`src/rtl/dig_pkg.sv`:
```
// Shared types and defaults for the digital PWM output stage.
package dig_pkg;

  localparam int DIG_WIDTH = 8;

  typedef enum logic {DISABLED, RUN} pwm_state_t;

  typedef logic [DIG_WIDTH-1:0] dig_word_t;

endpackage

```
`src/rtl/dig_avg.sv`:
```
// Block averager: sums 2**AVG_LOG2 period samples and emits their truncated mean.
module dig_avg
  import dig_pkg::*;
#(
  parameter int WIDTH    = DIG_WIDTH,
  parameter int AVG_LOG2 = 2
) (
  input  logic             clk,
  input  logic             rst,
  input  logic [WIDTH-1:0] sample_in,
  input  logic             sample_valid,
  output logic [WIDTH-1:0] avg,
  output logic             avg_done
);

  localparam int SW = WIDTH + AVG_LOG2;
  // one bit of sample counter still exists in pass-through mode; it simply never moves
  localparam int NW = (AVG_LOG2 > 0) ? AVG_LOG2 : 1;
  localparam logic [NW-1:0] LAST = NW'((1 << AVG_LOG2) - 1);

  logic [SW-1:0] acc_r;
  logic [NW-1:0] nsamp_r;
  logic [SW-1:0] sum_s;

  assign sum_s    = acc_r + SW'(sample_in);
  assign avg      = WIDTH'(sum_s >> AVG_LOG2);
  assign avg_done = sample_valid && (nsamp_r == LAST);

  // accumulate samples, restarting the block once the last one arrives
  always_ff @(posedge clk) begin
    if (rst) begin
      acc_r   <= {SW{1'b0}};
      nsamp_r <= {NW{1'b0}};
    end else if (sample_valid) begin
      if (nsamp_r == LAST) begin
        acc_r   <= {SW{1'b0}};
        nsamp_r <= {NW{1'b0}};
      end else begin
        acc_r   <= sum_s;
        nsamp_r <= nsamp_r + NW'(1);
      end
    end
  end

endmodule

```
`src/rtl/dig_pwm.sv`:
```
// Free-running PWM whose duty tracks the averaged trigger period; duty only
// changes at frame boundaries so the analog side never sees a mid-frame glitch.
module dig_pwm
  import dig_pkg::*;
#(
  parameter int WIDTH    = DIG_WIDTH,
  parameter int AVG_LOG2 = 2,
  parameter bit INVERT   = 1'b0
) (
  input  logic             clk,
  input  logic             rst,
  input  logic [WIDTH-1:0] sample_in,
  input  logic             sample_valid,
  input  logic             enable,
  output logic             pwm_out,
  output logic [WIDTH-1:0] duty_out,
  output logic             frame_start
);

  localparam logic [WIDTH-1:0] CNT_MAX = {WIDTH{1'b1}};

  pwm_state_t       state_r;
  logic [WIDTH-1:0] cnt_r;
  logic [WIDTH-1:0] duty_active_r;
  logic [WIDTH-1:0] duty_pending_r;
  logic             pending_r;
  logic             pwm_out_r;
  logic             frame_start_r;
  logic [WIDTH-1:0] avg_s;
  logic             avg_done_s;
  logic             load_s;

  dig_avg #(
    .WIDTH    (WIDTH),
    .AVG_LOG2 (AVG_LOG2)
  ) u_avg (
    .clk          (clk),
    .rst          (rst),
    .sample_in    (sample_in),
    .sample_valid (sample_valid),
    .avg          (avg_s),
    .avg_done     (avg_done_s)
  );

  // while idle the duty loads at once; while running only in the last frame cycle
  assign load_s = (state_r == DISABLED) || (cnt_r == CNT_MAX);

  // FSM, frame counter, duty hand-over and registered outputs
  always_ff @(posedge clk) begin
    if (rst) begin
      state_r        <= DISABLED;
      cnt_r          <= {WIDTH{1'b0}};
      duty_active_r  <= {WIDTH{1'b0}};
      duty_pending_r <= {WIDTH{1'b0}};
      pending_r      <= 1'b0;
      pwm_out_r      <= INVERT;
      frame_start_r  <= 1'b0;
    end else begin
      if (avg_done_s) begin
        duty_pending_r <= avg_s;
      end
      // a fresh average in the load cycle bypasses the pending register
      if (load_s) begin
        if (avg_done_s) begin
          duty_active_r <= avg_s;
        end else if (pending_r) begin
          duty_active_r <= duty_pending_r;
        end
        pending_r <= 1'b0;
      end else if (avg_done_s) begin
        pending_r <= 1'b1;
      end

      case (state_r)
        DISABLED: begin
          cnt_r <= {WIDTH{1'b0}};
          if (enable) begin
            state_r <= RUN;
          end
        end
        RUN: begin
          if (!enable) begin
            state_r <= DISABLED;
            cnt_r   <= {WIDTH{1'b0}};
          end else begin
            cnt_r <= cnt_r + WIDTH'(1);
          end
        end
        default: begin
          state_r <= DISABLED;
          cnt_r   <= {WIDTH{1'b0}};
        end
      endcase

      pwm_out_r     <= INVERT ^ ((state_r == RUN) && enable && (cnt_r < duty_active_r));
      frame_start_r <= (state_r == RUN) && (cnt_r == {WIDTH{1'b0}});
    end
  end

  assign pwm_out     = pwm_out_r;
  assign frame_start = frame_start_r;
  assign duty_out    = duty_active_r;

endmodule
```
`config.mk`:
```
export PLATFORM = sky130hd
export DESIGN_NAME = dig_pwm
export DESIGN_NICKNAME = d
export VERILOG_FILES = /design/src/rtl/dig_pkg.sv /design/src/rtl/dig_avg.sv /design/src/rtl/dig_pwm.sv
export SDC_FILE = /design/constraint.sdc
export NUM_CORES = 1
export LEC_CHECK = 0
export ABC_AREA = 1
export CORE_MARGIN = 5
export CORE_UTILIZATION = 45
export DETAILED_ROUTE_END_ITERATION = 8
export PLACE_DENSITY = 0.65
export SLEW_MARGIN = 0
export SYNTH_ARGS = -nofsm -noshare
export SYNTH_HDL_FRONTEND = slang
export SYNTH_SLANG_ARGS = --single-unit
export TNS_END_PERCENT = 100
```
`constraint.sdc`:
```
create_clock -name clk -period 2.95 [get_ports clk]
set_input_delay 0.885 -clock clk [delete_from_list [all_inputs] [get_ports clk]]
set_output_delay 0.885 -clock clk [all_outputs]
set_load 0.05 [all_outputs]
```
==> flow_results.org, run 1 <==
** Clock tree
- Clk buf depth :: 2
- Buffers inserted to repair hold after CTS numbered 0.
- The number of gates resized after CTS was 0.
- # Post-CTS Setup Buffers :: 0
- Clock tree synthesis found a total of 40 sinks.
- Count of H-tree levels built during CTS :: 2
- The clock reaches the later pin of the worst-skew pair after approximately 0.29 ns.
- The tree is rooted in a sky130_fd_sc_hd__clkbuf_8.
- TritonCTS built the clock tree.
- Clock-pin slew was measured on the worst setup and hold paths at 0.08 ns.
- Buffers inserted during clock tree synthesis total 5.

** Placed design
- Summed over all nets, the half-perimeter wirelength after detailed placement is about 3300 µm.
- Before CTS, the worst setup slack after placement is roughly 0.066 ns.
- Input and output buffers added on the ports amount to 21.
- Final weighted congestion in routability-driven placement :: between 0.8 and 0.9
- Placed instance count :: 357

** Worst hold path
- The worst hold path belongs to the class flop to flop.
- Start point of the worst hold path :: u_avg.acc_r[7]

** STA
- Fin Clk Skew :: just over 0.009 ns
- Maximum frequency from static timing analysis :: around 0.39 GHz
- For the pin with the worst max-slew slack, the measured transition is 0.507 ns.
- Share of the cycle needed by the critical path after routing :: around 87%
- RSZ-0062 raised after global routing :: no
- After layout, the worst setup slack is around 0.38 ns.
- Setup Viol. Count Final :: 0
- Across all hold checks on the routed design, the worst slack comes to around 0.47 ns.
- Setup total negative slack on the finished layout was measured at 0 ns.
- Number of max-slew violations in the final report :: 0
- Worst slew slack as a fraction of its limit :: between 60% and 70%
- Subtracting the final worst setup slack from the clock period gives approximately 2.6 ns.
- Hold violation total from the final report :: 0

** Logic synthesis
- Synthesis produced a netlist with a net count of between 300 and 400.
- Synthesis Warnings :: 0
- The share of the Yosys chip area taken by registers is between 30% and 40%.
- Of all flip-flops after synthesis, the portion carrying an async set or reset was 0%.
- Sorting the synthesized cells by area gives the leading types as sky130_fd_sc_hd__dfxtp_1, sky130_fd_sc_hd__nand2_1, sky130_fd_sc_hd__ha_1.
- The share of synthesized area in the top cell type comes to between 30% and 40%.
- The cell count after synthesis came out at approximately 290.
- For this run, the leading register cell type out of synthesis is sky130_fd_sc_hd__dfxtp_1.
- Leading post-synthesis cells by instance count :: sky130_fd_sc_hd__nand2_1, sky130_fd_sc_hd__inv_1, sky130_fd_sc_hd__dfxtp_1
- The synthesized netlist occupies a cell area of 2110 µm².
- Post-synthesis average cell area :: between 7 and 8 µm²
- By instance count, the leading cell after synthesis is sky130_fd_sc_hd__nand2_1.
- sky130_fd_sc_hd__dfxtp_1 takes more of the synthesized area than any other cell.
- Synthesis-stage register bit count :: 40
- Yosys mapped a number of flops with a built-in enable equal to 0.
- After synthesis, the netlist uses 33 different library cells.

** Pwr
- The analysis attributes to cell leakage a power of between 1 and 1.5 nW.
- Highest ir drop seen on vdd :: around 0.4 mV
- For this design the ratio of total power to cell area is 468 nW/µm².

** Floorplan
- Die X :: ~78 µm
- The initial utilization of the core area, before any placement, comes to 47.4%.
- The region available for standard cell placement spans 4440 µm².
- Count of pins on the block boundary :: 22
- Core Rows :: 24
- The floorplan step set the die height to ~78 µm.
- The die covers a little over 6000 µm².

** Critical path
- Required @ worst endpoint :: 3.15 ns
- Critical Path Fanout Max :: 3
- Category of the critical setup timing path :: input port to flop
- In this run the critical register-to-register path is launched from u_avg.acc_r[0].
- STA classifies the critical path startpoint as an input port.
- Arrival time at the worst endpoint :: about 2.8 ns
- Beginning of the critical path :: sample_in[0]
- The worst setup path is captured at a flop.

** Global routing
- After global routing the overflow that remains totals 0.
- Antenna violations before repair :: 0
- Entering global routing, the biggest net connects 29 pins.
- Total routing usage reported by global routing :: around 16%
- Global-route wire length before repair :: between 7000 and 8000 µm
- The via count of the first global-routing pass is between 1.5k and 2k.

** Final layout
- For this run, the share of the core covered by cells in the final layout is 55.8%.
- Proportion of layout cells with a drive suffix above 1 :: under 10%
- Excluding fillers, the count of instances in the completed layout stands at roughly 370.
- Area added between synthesis and finish :: 17.6%
- Nets@finish :: 343
- The number of antenna diodes in the final layout is 0.

** Outcome
- Result of the run :: complete, no violations

** Drt
- Detailed-route via count :: roughly 1.8k
- For this block, the routed nets add up to 4480 µm of wire.
- For this run, design rule violations remaining after detail routing come to 0.
- The first detailed-routing pass ran for 4 iterations.
- Detail-routed via count per cell :: 5.03
- Routed wire length per instance :: roughly 12 µm
- The count of nets left with antenna violations once routing finished came out at 0.
- After the first detailed-routing iteration, the DRC count stood at ~110.

** Run
- Across the run, the number of max-cap violations was 0.
## layout by cell type, fill, tap and decap left out, drive strengths merged
master,n
ha,18
inv,43
or2,1
a21boi,2
nand4,4
a2bb2oi,2
nand2,63
clkbuf,8
o21ai,7
nor2,24
nor4,2
xor2,3
mux2i,1
a211oi,1
o211a,1
a21o,1
clkdlybuf4s50,21
nand3b,2
nor3b,1
dfxtp,40
nand3,29
a21oi,33
buf,3
fa,1
o21a,2
## worst paths after layout
check        depth (start not counted)              to  slack [ns]
max                                 13     duty_out[6]        0.38
min                                  2  u_avg.acc_r[7]        0.47
max reg2reg                         12     duty_out[6]        1.10
min reg2reg                          2  u_avg.acc_r[7]        0.47
## metal layers
layer / global-route usage (%) / vias to the layer above / wire [µm] / share of wire, %
li1: - / 981 / - / -
met1: 22.1 / 817 / 2310 / 52
met2: 23.4 / 29 / 1880 / 42
met3: 3.66 / 9 / 215 / 4.8
met4: 6.29 / 0 / 71 / 1.6
met5: 0 / - / 0 / 0
## metrics by stage
step           power, mW  area, µm²
2_1_floorplan      0.738       2110
3_3_place_gp       0.798       2390
3_5_place_dp       0.799       2390
4_1_cts             1.17       2480
5_1_grt             1.23       2480
6_report            1.16       2480
## registers in the layout, summed over array words and instances, names as in the netlist
| name | flops |
|---|---|
| frame_start | 1 |
| state_r | 1 |
| pwm_out | 1 |
| duty_out | 8 |
| cnt_r | 8 |
| u_avg.nsamp_r | 2 |
| u_avg.acc_r | 10 |
| duty_pending_r | 8 |
| pending_r | 1 |
## worst max-delay path, stage by stage
cell and delay (ns):
sky130_fd_sc_hd__clkdlybuf4s50_1 0.46, sky130_fd_sc_hd__ha_1 0.20, sky130_fd_sc_hd__inv_1 0.07, sky130_fd_sc_hd__fa_1 0.39
sky130_fd_sc_hd__o21ai_0 0.17, sky130_fd_sc_hd__buf_4 0.15, sky130_fd_sc_hd__nand2_1 0.06, sky130_fd_sc_hd__nand2_1 0.07
sky130_fd_sc_hd__nand2_1 0.06, sky130_fd_sc_hd__nand3_1 0.09, sky130_fd_sc_hd__nand3_1 0.07, sky130_fd_sc_hd__nand2_1 0.08
sky130_fd_sc_hd__inv_1 0.03
## kinds of logic after synthesis
family / share of synthesized area [%]
compound gates: 13.5
mux: 0.475
buf+inv: 8.55
simple gates: 26.6
fa+ha+maj: 11.6
xor+xnor: 1.25
flops: 38.0
## where the power goes
group	total (mW)	leakage, nW	switching, mW	internal, mW
clock network	0.373	0.0455	0.182	0.191
registers	0.577	0.325	0.0141	0.562
logic	0.211	0.724	0.125	0.0867
## area by class of cell
| cell class | count | area [µm²] |
|---|---|---|
| fillers | 468 | 1970 |
| multi-input cells | 198 | 1130 |
| flip-flops and latches | 40 | 801 |
| repair buffers | 24 | 233 |
| inverters | 43 | 164 |
| clock buffers | 8 | 90.1 |
| well taps | 52 | 65.1 |
Power figures use the tool's default switching activity.
==> run 2: changes to the inputs <==
--- a/config.mk
+++ b/config.mk
@@ -10,7 +10,6 @@
 export CORE_UTILIZATION = 45
 export DETAILED_ROUTE_END_ITERATION = 8
 export PLACE_DENSITY = 0.65
-export SLEW_MARGIN = 0
 export SYNTH_ARGS = -nofsm -noshare
 export SYNTH_HDL_FRONTEND = slang
 export SYNTH_SLANG_ARGS = --single-unit
==> results of run 2 <==
No change in the layout: final DEF, timing and power equal those of run 1.
==> run 3: changes to the inputs <==
--- a/config.mk
+++ b/config.mk
@@ -6,10 +6,11 @@
 export NUM_CORES = 1
 export LEC_CHECK = 0
 export ABC_AREA = 1
+export CORE_ASPECT_RATIO = 0.8
 export CORE_MARGIN = 5
-export CORE_UTILIZATION = 45
+export CORE_UTILIZATION = 28
 export DETAILED_ROUTE_END_ITERATION = 8
-export PLACE_DENSITY = 0.65
+export PLACE_DENSITY = 0.44
 export SYNTH_ARGS = -nofsm -noshare
 export SYNTH_HDL_FRONTEND = slang
 export SYNTH_SLANG_ARGS = --single-unit
==> run 3 against run 2 <==
Via count up 0.87%. Clock skew about the same. Cell area grew 2.5%. Cell count up 11%. Core utilization decreased by 21 points. Critical path type unchanged. Critical endpoint is now duty_out[4]. Highest routed layer unchanged.
==> flow_results.org, run 3 (synthesis gave the netlist of run 1 again) <==
** Clock tree
- Post-CTS timing repair inserted 0 buffers for setup.
- For this design, the CTS-stage hold fixing added 0 buffers.
- CTS built an H-tree with a depth of 2.
- TritonCTS built the clock tree.
- Worst skew pair latency :: 0.29 ns
- CTS saw 40 sinks.
- In this run the clock root is driven by a sky130_fd_sc_hd__clkbuf_8.
- Clk buf depth :: 2
- Num CTS Buffers :: 5
- After clock tree synthesis, the clock-pin slew on the worst setup and hold paths is approximately 0.080 ns.
- Gates resized, CTS repair :: 0

** Floorplan
- The floorplan has 28 rows.
- The floorplan step defined a die boundary enclosing about 9400 µm².
- Area of the core :: 7360 µm²
- Die X :: approximately 110 µm
- The initial utilization of the core area, before any placement, comes to between 20% and 30%.
- Pin placement for this block handled 22 I/O pins.
- Die height :: 87.6 µm

** STA
- Summed over all failing endpoints, the final setup total negative slack is 0 ns.
- Worst hold slack after final layout :: about 0.47 ns
- Setup violations remaining at the end of the flow were counted as 0.
- Min Tclk post-route :: 2.54 ns
- At the pin with the least slew margin, the transition time is 0.502 ns.
- Fin Clk Skew :: between 0.008 and 0.009 ns
- Number of max-slew violations in the final report :: 0
- Worst slew slack as a fraction of its limit :: between 60% and 70%
- Timing would allow up to between 0.3 and 0.4 GHz.
- The count of endpoints failing hold in the final timing report came to 0.
- RSZ-0062 raised after global routing :: no
- After layout, the worst path uses roughly 86% of the clock period.

** Pwr
- The worst-case IR drop observed on VDD is between 0.15 and 0.2 mV.
- Static leakage power :: between 1 and 1.5 nW
- PD cells :: around 460 nW/µm²
- Overall power consumption after layout is estimated at around 1.2 mW.

** Critical path
- Arrival time at the worst endpoint :: about 2.7 ns
- The endpoint identified for the worst register-to-register timing path is duty_out[4].
- Minimum setup slack among reg-to-reg paths :: 1.13 ns
- Beginning of the critical path :: sample_in[0]
- Startpoint of the worst register-to-register path :: u_avg.acc_r[0]
- Category of the critical setup timing path :: input port to flop
- Critical Path Source Type :: input port
- CP endpoint kind :: flop
- The number of cells on the worst reg-to-reg path is 12.
- Required @ worst endpoint :: around 3.2 ns
- In this run the worst path has a maximum fanout of 3.

** Final layout
- Number of standard cells in the final layout excluding fillers :: 405
- Register ranked first by flip-flop count :: u_avg.acc_r
- The post-route netlist has roughly 6.3% of its cells at a drive strength greater than 1.
- From synthesis to final layout, the design area changed by 20.6%.
- Nets@finish :: between 300 and 400
- The register with the most flip-flops in the layout has 10 of them.
- 0 antenna diodes ended up in the layout.
- Most frequent standard cell in the layout excluding fill and tap cells :: sky130_fd_sc_hd__nand2_1
- Most used cells in the layout excluding fill and tap cells :: sky130_fd_sc_hd__nand2_1, sky130_fd_sc_hd__inv_1, sky130_fd_sc_hd__dfxtp_1, sky130_fd_sc_hd__a21oi_1, sky130_fd_sc_hd__nand3_1

** Worst hold path
- Start point of the worst hold path :: u_avg.acc_r[5]
- The tightest min-delay check is of the flop to flop type.
- The worst hold path terminates at u_avg.acc_r[5].
- Hold Crit Depth :: 2

** Drt
- Summing over every cut layer, the via total after detailed routing is roughly 1.9k.
- In the routed design, unresolved DRC markers number 0.
- Dividing the detail-routed wire length by the instance count gives around 12 µm.
- Number of iterations in the first detailed-routing pass :: 4
- After detailed routing, the total wire length is between 4000 and 5000 µm.
- In the routed layout, each cell is associated on average with a via count of approximately 4.6.
- Number of nets still failing antenna checks after routing :: 0
- After the first detailed-routing iteration, the DRC count stood at 62.

** Global routing
- Global route hottest layer :: met2
- Summed over all layers, the global routing overflow is 0.
- The initial antenna violation count was 0.
- Via count of the first global-routing pass :: around 1.8k
- Global routing used between 10% and 20% of the available tracks.
- Fraction of met3 tracks used by global routing :: between 2 and 3%
- Met1 track demand over resource :: approximately 16%
- Global routing consumed, on the met2 layer, roughly 18% of the routing resources.
- Maximum number of pins on one net before global-route repair :: 29
- The first global-routing pass estimated ~8600 µm of wire.

** Placed design
- During placement, the flow inserted port buffers numbering 21.
- The congestion estimate from routability-driven global placement came to 0.799.
- Placed instance count :: 397
- Total half-perimeter wirelength after legalization and detailed placement :: 3710 µm

** Outcome
- The run finished with clean final reports.

** Run
- Max Cap Viol :: 0
## run 3: final cells by class
cell class	instances	area, µm²
multi-input cells	198	1130
clock buffers	8	90.1
repair buffers	26	248
flip-flops and latches	40	801
inverters	43	164
fillers	819	4820
well taps	90	113
## run 3: layer usage
metal	share of wire, %	wire (µm)	vias up
met4	1.1	54	0
met3	2.5	120	4
met5	0	0	-
met1	54	2620	841
li1	-	-	988
met2	43	2080	19
## run 3: how the worst max path moves through the flow
stage	to
5_1_grt	duty_out[4]
3_3_place_gp	duty_out[4]
6_report	duty_out[4]
2_1_floorplan	duty_out[6]
4_1_cts	duty_out[4]
3_5_place_dp	duty_out[4]
## run 3: metrics by stage
stage | util (%) | worst slack [ns] | instance area (µm²)
after floorplan | - | 0.600 | 2110
after global placement | 33.3 | 0.104 | 2450
after detailed placement | 33.3 | 0.103 | 2450
after CTS | 34.5 | 0.403 | 2540
after global routing | 34.5 | 0.214 | 2540
final | 34.5 | 0.407 | 2540
## run 3: worst max-delay path, stage by stage
cell and delay, ns:
sky130_fd_sc_hd__clkdlybuf4s50_1 0.46, sky130_fd_sc_hd__ha_1 0.16, sky130_fd_sc_hd__inv_1 0.05, sky130_fd_sc_hd__fa_1 0.39, sky130_fd_sc_hd__o21ai_0 0.18, sky130_fd_sc_hd__buf_4 0.15
sky130_fd_sc_hd__nand2_1 0.06, sky130_fd_sc_hd__nand2_1 0.06, sky130_fd_sc_hd__nand2_1 0.06, sky130_fd_sc_hd__nand3_1 0.09, sky130_fd_sc_hd__nand3_1 0.07, sky130_fd_sc_hd__nand2_1 0.07
sky130_fd_sc_hd__inv_1 0.03
## run 3: where the power goes
group / internal (mW) / leakage (nW) / switching (mW)
logic: 0.0885 / 0.734 / 0.127
clock network: 0.191 / 0.0455 / 0.196
registers: 0.562 / 0.325 / 0.0149
